--- src/rtl/slon5_pkg.sv ---
// slon5_pkg: shared display constants and types for the slon5 board blocks.
package slon5_pkg;
    localparam int SEG_W = 8;
    localparam int DIG_N = 4;
    typedef logic [SEG_W-1:0] Seg_t;
    typedef Seg_t Dout_t;
    typedef logic [DIG_N-1:0] Dnum_t;
    typedef enum logic [1:0] {IDLE, GRANT, GUARD} ArbState_t;
endpackage

--- src/rtl/slon5_scan_tmr.sv ---
// slon5_scan_tmr: free-running digit scan divider, digit index and frame tick.
module slon5_scan_tmr #(
    parameter int SCAN_DIV = 1000,
    parameter int DIG_N = 4,
    localparam int VW = $clog2(SCAN_DIV),
    localparam int DW = DIG_N > 1 ? $clog2(DIG_N) : 1
) (
    input  logic          clk,
    input  logic          rst,
    output logic [DW-1:0] dig,
    output logic          frame_tick
);
    logic [VW-1:0] div;
    logic wrap;
    assign wrap = div == VW'(SCAN_DIV - 1);
    assign frame_tick = wrap && dig == DW'(DIG_N - 1);
    always_ff @(posedge clk) begin
        if (!rst) begin
            div <= '0;
            dig <= '0;
        end else begin
            div <= wrap ? '0 : div + 1'b1;
            if (wrap) dig <= dig == DW'(DIG_N - 1) ? '0 : dig + 1'b1;
        end
    end
endmodule

--- src/rtl/slon5_disp_arb.sv ---
// slon5_disp_arb: round-robin, frame-aligned sharing of the slon5 digit display.
// Define SLON5_DISP_ARB_PRIO_EN to make requester 0 urgent.
module slon5_disp_arb
    import slon5_pkg::*;
#(
    parameter int REQ_N = 4,
    parameter int DIG_N = 4,
    parameter int SCAN_DIV = 1000,
    parameter int HOLD_FRAMES = 16,
    localparam int PW = $clog2(REQ_N),
    localparam int DW = DIG_N > 1 ? $clog2(DIG_N) : 1,
    localparam int FW = $clog2(HOLD_FRAMES + 1)
) (
    input  logic                         clk,
    input  logic                         rst,
    input  logic [REQ_N-1:0]             req,
    input  logic [REQ_N*DIG_N*SEG_W-1:0] seg,
    output logic [REQ_N-1:0]             gnt,
    output logic                         busy,
    output logic [SEG_W-1:0]             dout,
    output logic [DIG_N-1:0]             dnum
);
    logic [DW-1:0] dig;
    logic frame_tick;
    ArbState_t state, state_nx;
    logic [PW-1:0] owner, owner_nx, rr_ptr, rr_nx, pick, off, owner_inc;
    logic [PW:0] pick_sum;
    logic [FW-1:0] frames, frames_nx;
    logic [REQ_N-1:0] gnt_nx;
    logic [2*REQ_N-1:0] rot;
    logic busy_nx, others, rel, show;
    Seg_t seg_a [REQ_N][DIG_N];
    Seg_t seg_sel;

    slon5_scan_tmr #(.SCAN_DIV(SCAN_DIV), .DIG_N(DIG_N)) u_tmr (
        .clk(clk),
        .rst(rst),
        .dig(dig),
        .frame_tick(frame_tick)
    );

    for (genvar r = 0; r < REQ_N; r++) begin : g_r
        for (genvar d = 0; d < DIG_N; d++) begin : g_d
            assign seg_a[r][d] = seg[(r*DIG_N+d)*SEG_W +: SEG_W];
        end
    end
    assign seg_sel = seg_a[owner][dig];

    // Rotate req so rr_ptr sits at bit 0; the lowest set bit is the round-robin winner.
    assign rot = {req, req} >> rr_ptr;
    always_comb begin
        off = '0;
        for (int i = REQ_N - 1; i >= 0; i--)
            if (rot[i]) off = PW'(i);
    end
    assign pick_sum = {1'b0, rr_ptr} + {1'b0, off};
    always_comb begin
        pick = pick_sum >= (PW+1)'(REQ_N) ? PW'(pick_sum - (PW+1)'(REQ_N)) : PW'(pick_sum);
`ifdef SLON5_DISP_ARB_PRIO_EN
        if (req[0]) pick = '0;
`endif
    end

    assign owner_inc = owner == PW'(REQ_N - 1) ? '0 : owner + 1'b1;
    assign others = |(req & ~(REQ_N'(1) << owner));
`ifdef SLON5_DISP_ARB_PRIO_EN
    assign rel = !req[owner] || (frames >= FW'(HOLD_FRAMES - 1) && others) || (owner != '0 && req[0]);
`else
    assign rel = !req[owner] || (frames >= FW'(HOLD_FRAMES - 1) && others);
`endif

    always_comb begin
        state_nx = state;
        owner_nx = owner;
        rr_nx = rr_ptr;
        frames_nx = frames;
        gnt_nx = gnt;
        busy_nx = busy;
        if (frame_tick) begin
            case (state)
                IDLE: if (|req) begin
                    state_nx = GRANT;
                    owner_nx = pick;
                    frames_nx = '0;
                    gnt_nx = REQ_N'(1) << pick;
                    busy_nx = 1'b1;
                end
                GRANT: begin
                    frames_nx = frames == FW'(HOLD_FRAMES) ? frames : frames + 1'b1;
                    if (rel) begin
                        state_nx = GUARD;
                        gnt_nx = '0;
                        busy_nx = 1'b0;
`ifdef SLON5_DISP_ARB_PRIO_EN
                        rr_nx = owner == '0 ? rr_ptr : owner_inc;
`else
                        rr_nx = owner_inc;
`endif
                    end
                end
                default: state_nx = IDLE;
            endcase
        end
    end

    // Blank on the release edge too, so the display never outlives the grant.
    assign show = state == GRANT && state_nx == GRANT;

    always_ff @(posedge clk) begin
        if (!rst) begin
            state <= IDLE;
            owner <= '0;
            rr_ptr <= '0;
            frames <= '0;
            gnt <= '0;
            busy <= 1'b0;
            dout <= '0;
            dnum <= '0;
        end else begin
            state <= state_nx;
            owner <= owner_nx;
            rr_ptr <= rr_nx;
            frames <= frames_nx;
            gnt <= gnt_nx;
            busy <= busy_nx;
            dout <= show ? seg_sel : '0;
            dnum <= show ? DIG_N'(1) << dig : '0;
        end
    end
endmodule

--- config.mk ---
export PLATFORM = sky130hd
export DESIGN_NAME = slon5_disp_arb
export DESIGN_NICKNAME = d
export VERILOG_FILES = /design/src/rtl/slon5_pkg.sv /design/src/rtl/slon5_scan_tmr.sv /design/src/rtl/slon5_disp_arb.sv
export SDC_FILE = /design/constraint.sdc
export NUM_CORES = 1
export LEC_CHECK = 0
export CORE_MARGIN = 8
export CORE_UTILIZATION = 43
export DETAILED_ROUTE_END_ITERATION = 6
export PLACE_DENSITY_LB_ADDON = 0.25
export SLEW_MARGIN = 15
export SYNTH_ARGS = -nofsm -noshare
export SYNTH_HDL_FRONTEND = slang
export SYNTH_HIERARCHICAL = 1
export SYNTH_SLANG_ARGS = --single-unit
--- constraint.sdc ---
create_clock -name clk -period 3.85 [get_ports clk]
set_input_delay 0.5775 -clock clk [delete_from_list [all_inputs] [get_ports clk]]
set_output_delay 0.5775 -clock clk [all_outputs]
set_load 0.005 [all_outputs]
==> impl.org <==
** Run status
- Status :: complete, no violations

** Clock tree
- Number of gates given a new drive strength after cts :: 0
- The clock passes through at most 2 buffers.
- The tree is rooted in a sky130_fd_sc_hd__clkbuf_8.
- In this run the post-CTS setup repair buffer count came out at 0.
- CTS Hold Buffers Added :: 0
- Sinks on Clock Net :: 40
- At the later pin of the worst-skew pair, clock insertion delay measures 0.29 ns.
- TritonCTS built the clock tree.
- After clock tree synthesis, the clock-pin slew on the worst setup and hold paths is 0.08 ns.
- Number of CTS-inserted buffers :: 5
- The H-tree was split into 2 levels.

** Final layout
- Synthesis-to-layout area growth :: 56.2%
- Of the cells placed in the final design, the portion with a size suffix greater than 1 is 0.153.
- Total number of nets in the final design :: 555
- Counting the fill cells in the layout gives about 510.
- Across the whole layout, storage elements account for 802 sq um.
- Combined area of the multi-input logic cells :: 1950 sq um
- The number of antenna diodes in the final layout is 0.
- Final non-filler cell area :: between 4000 and 5000 sq um

** Synthesis
- In this run the mean area of a mapped cell was 10.9 sq um.
- Synthesized instance count :: 267
- Yosys synthesis warning count :: 6
- Flops & latches, synth :: 40
- Number of flops mapped to enable cells by yosys :: 0
- Of the synthesized area, sequential elements account for 0.276.
- Counting flops with an async set or reset pin after synthesis yields a share of 0.
- For this run, the leading register cell type out of synthesis is sky130_fd_sc_hd__dfxtp_1.
- Area of the mapped netlist :: about 2900 sq um
- Synthesis instantiated 56 different standard cells from the library.
- Counting every net in the synthesized netlist gives 411.

** Route
- Routed via count divided by cell count :: 5.60
- In the detailed route, the total length drawn on met2 is slightly above 5000 um.
- Detailed router's first-iteration violation count :: 98
- Routed Antenna Nets :: 0
- Metal-1 WL :: 3330 um
- Signal routing reaches up to met4.
- Summing over every cut layer, the via total after detailed routing is 2755.
- Summed over all nets, wire length on met3 after detailed routing comes to 925 um.
- In the routed design, unresolved DRC markers number 0.
- The first TritonRoute pass finished after 5 iterations.
- Wires add up to 9610 um.
- After detailed routing, the average wire length per cell comes to 19.5 um.

** Worst setup path
- Cell Chain, Critical Path :: ha_1, nand4bb_1, nor3_1, and2_1, nand2b_1, nor3_1, nand2_1, or2_2, o2bb2ai_1
- Data on the critical path is required at its endpoint by 4.07 ns.
- The most numerous cell type found on the critical path is sky130_fd_sc_hd__nor3_1.
- Slowest stage delay, CP :: 0.57 ns
- CP startpoint kind :: flop
- Largest driver fanout on the critical path :: 7
- Class of the most critical setup path :: flop to flop
- STA classifies the critical path endpoint as a flop.
- Cell with the biggest individual delay on the critical path :: sky130_fd_sc_hd__nor3_1
- STA puts the critical path data arrival time at 3.09 ns.

** STA
- RSZ-0062 raised after global routing :: false
- Minimum setup slack in the final design :: 0.976 ns
- Final number of max-transition violations :: 0
- Between clock sinks in the finished design, the worst skew comes to 0.00870 ns.
- Peak Freq :: 0.348 GHz
- Pin slew with the least headroom to its limit :: 0.794 ns
- Measured against its own limit, the worst slew margin works out to 0.467.
- Across all hold checks on the routed design, the worst slack comes to 0.468 ns.
- Final sum of negative setup slack :: 0 ns
- Hold violation total from the final report :: 0
- Post-route minimum period :: 2.87 ns
- Finish-stage setup viols :: 0
- Of the available clock period, the critical path in the final layout requires 0.746.

** Die
- Placeable core area :: about 6600 sq um
- Measured along the y axis, the die boundary spans 98.1 um.
- The die covers 9630 sq um.
- Initial standard-cell utilization of the core :: 0.437
- From left edge to right edge, the die measures 98.1 um.
- Number of I/O pins :: approximately 150
- The floorplan has 30 rows.

** Min path
- Worst min-delay path category :: flop to flop

** Flow run
- Across the run, the number of max-cap violations was 0.

** Global route
- Pin count of the biggest net entering global routing :: 38
- All-layer global routing usage :: 0.201
- Global-route wire length before repair :: approximately 15000 um
- Total congestion overflow :: 0
- Number of antenna violations at the first check in global routing :: 0
- The via count of the first global-routing pass was 2954.

** Placement
- Post-detail-place hpwl :: 8150 um
- The congestion estimate from routability-driven global placement came to 0.801.
- During placement, the flow inserted port buffers numbering 150.
- Worst setup slack before clock tree synthesis :: 1.02 ns
- In this run the cell area measured after placement is 4440 sq um.

** Power
- Across the VDD grid, the largest voltage drop is 129 uV.
- Leak pwr :: about 1.5 nW
- Power spread over the standard cell area amounts to around 200 nW/um^2.
-- sequential cells by signal (all words and copies together) (netlist names) --
| signal | count |
|---|---|
| u_tmr/div | 10 |
| dout | 8 |
| frames | 5 |
| dnum | 4 |
| gnt | 4 |
| owner | 2 |
| rr_ptr | 2 |
| state | 2 |
| u_tmr/dig | 2 |
| busy | 1 |
-- Yosys cell counts, types with 4 or more instances --
master                     number  area, sq um
sky130_fd_sc_hd__clkbuf_1       8         30.0
sky130_fd_sc_hd__nand2b_1       7         43.8
sky130_fd_sc_hd__nor2b_1        8         50.1
sky130_fd_sc_hd__nor2_1        15         56.3
sky130_fd_sc_hd__nand3_1        5         25.0
sky130_fd_sc_hd__inv_1         14         52.6
sky130_fd_sc_hd__mux4_2        41          923
sky130_fd_sc_hd__buf_2          5         25.0
sky130_fd_sc_hd__dfxtp_1       40          801
sky130_fd_sc_hd__o211ai_1       4         30.0
sky130_fd_sc_hd__o21ai_0        7         35.0
sky130_fd_sc_hd__ha_1          10          125
sky130_fd_sc_hd__nand2_1       18         67.6
sky130_fd_sc_hd__a21oi_1        9         45.0
sky130_fd_sc_hd__nor3_1        10         50.1
-- placed cells by master, fill, tap and decap left out, drive strengths merged, types with 4 or more instances in the layout --
cell type / count
a21oi: 9
buf: 4
clkbuf: 7
clkdlybuf4s50: 150
dfxtp: 40
ha: 10
inv: 14
mux4: 41
nand2: 18
nand2b: 7
nand3: 6
nor2: 15
nor2b: 8
nor3: 10
o211ai: 4
o21ai: 8
or3: 4
-- kinds of logic after synthesis --
group	count (synthesis)	synth area share
compound gates	47	0.117
fa+ha+maj	10	0.0431
simple gates	90	0.170
flops	40	0.276
mux	44	0.329
xor+xnor	4	0.0121
buf+inv	32	0.0526
-- routing by layer --
metal / track usage / vias up
met4: 0.0540 / 0
met3: 0.0839 / 11
met2: 0.369 / 104
met1: 0.203 / 1319
li1: - / 1321
met5: 0 / -
-- worst max-delay path: cells and delay by family (launching register included) --
kind	cells	cell delay [ns]
simple gates	7	2.02
flops	1	0.38
fa+ha+maj	1	0.25
compound gates	1	0.14
-- report_power, final --
| group | switching, mW | internal (mW) |
|---|---|---|
| logic | 0.0487 | 0.160 |
| registers | 0.00696 | 0.420 |
| clock network | 0.140 | 0.146 |
-- final timing paths --
kind | start | end | slack, ns | depth (start not counted)
min reg2reg | gnt[3] | gnt[3] | 0.47 | 1
max | u_tmr/div[0] | gnt[2] | 0.98 | 9
max reg2reg | u_tmr/div[0] | gnt[2] | 0.98 | 9
min | gnt[3] | gnt[3] | 0.47 | 1
-- area by class of cell --
| type | count | share of cell area |
|---|---|---|
| Clock buffer | 7 | 0.0191 |
| Inverter | 15 | 0.0124 |
| Timing Repair Buffer | 154 | 0.338 |
| Tap cell | 80 | 0.0221 |
| Clock inverter | 1 | 0.00166 |
| Multi-Input combinational cell | 195 | 0.430 |
| Sequential cell | 40 | 0.177 |
-- through the flow --
stage,cells,total power [mW],util
2_1_floorplan,267,0.501,-
3_3_place_gp,484,0.641,0.668
3_5_place_dp,484,0.646,0.668
4_1_cts,492,0.934,0.682
5_1_grt,492,0.964,0.682
6_report,492,0.922,0.682
Note: power is estimated with default switching activity, not from simulation.
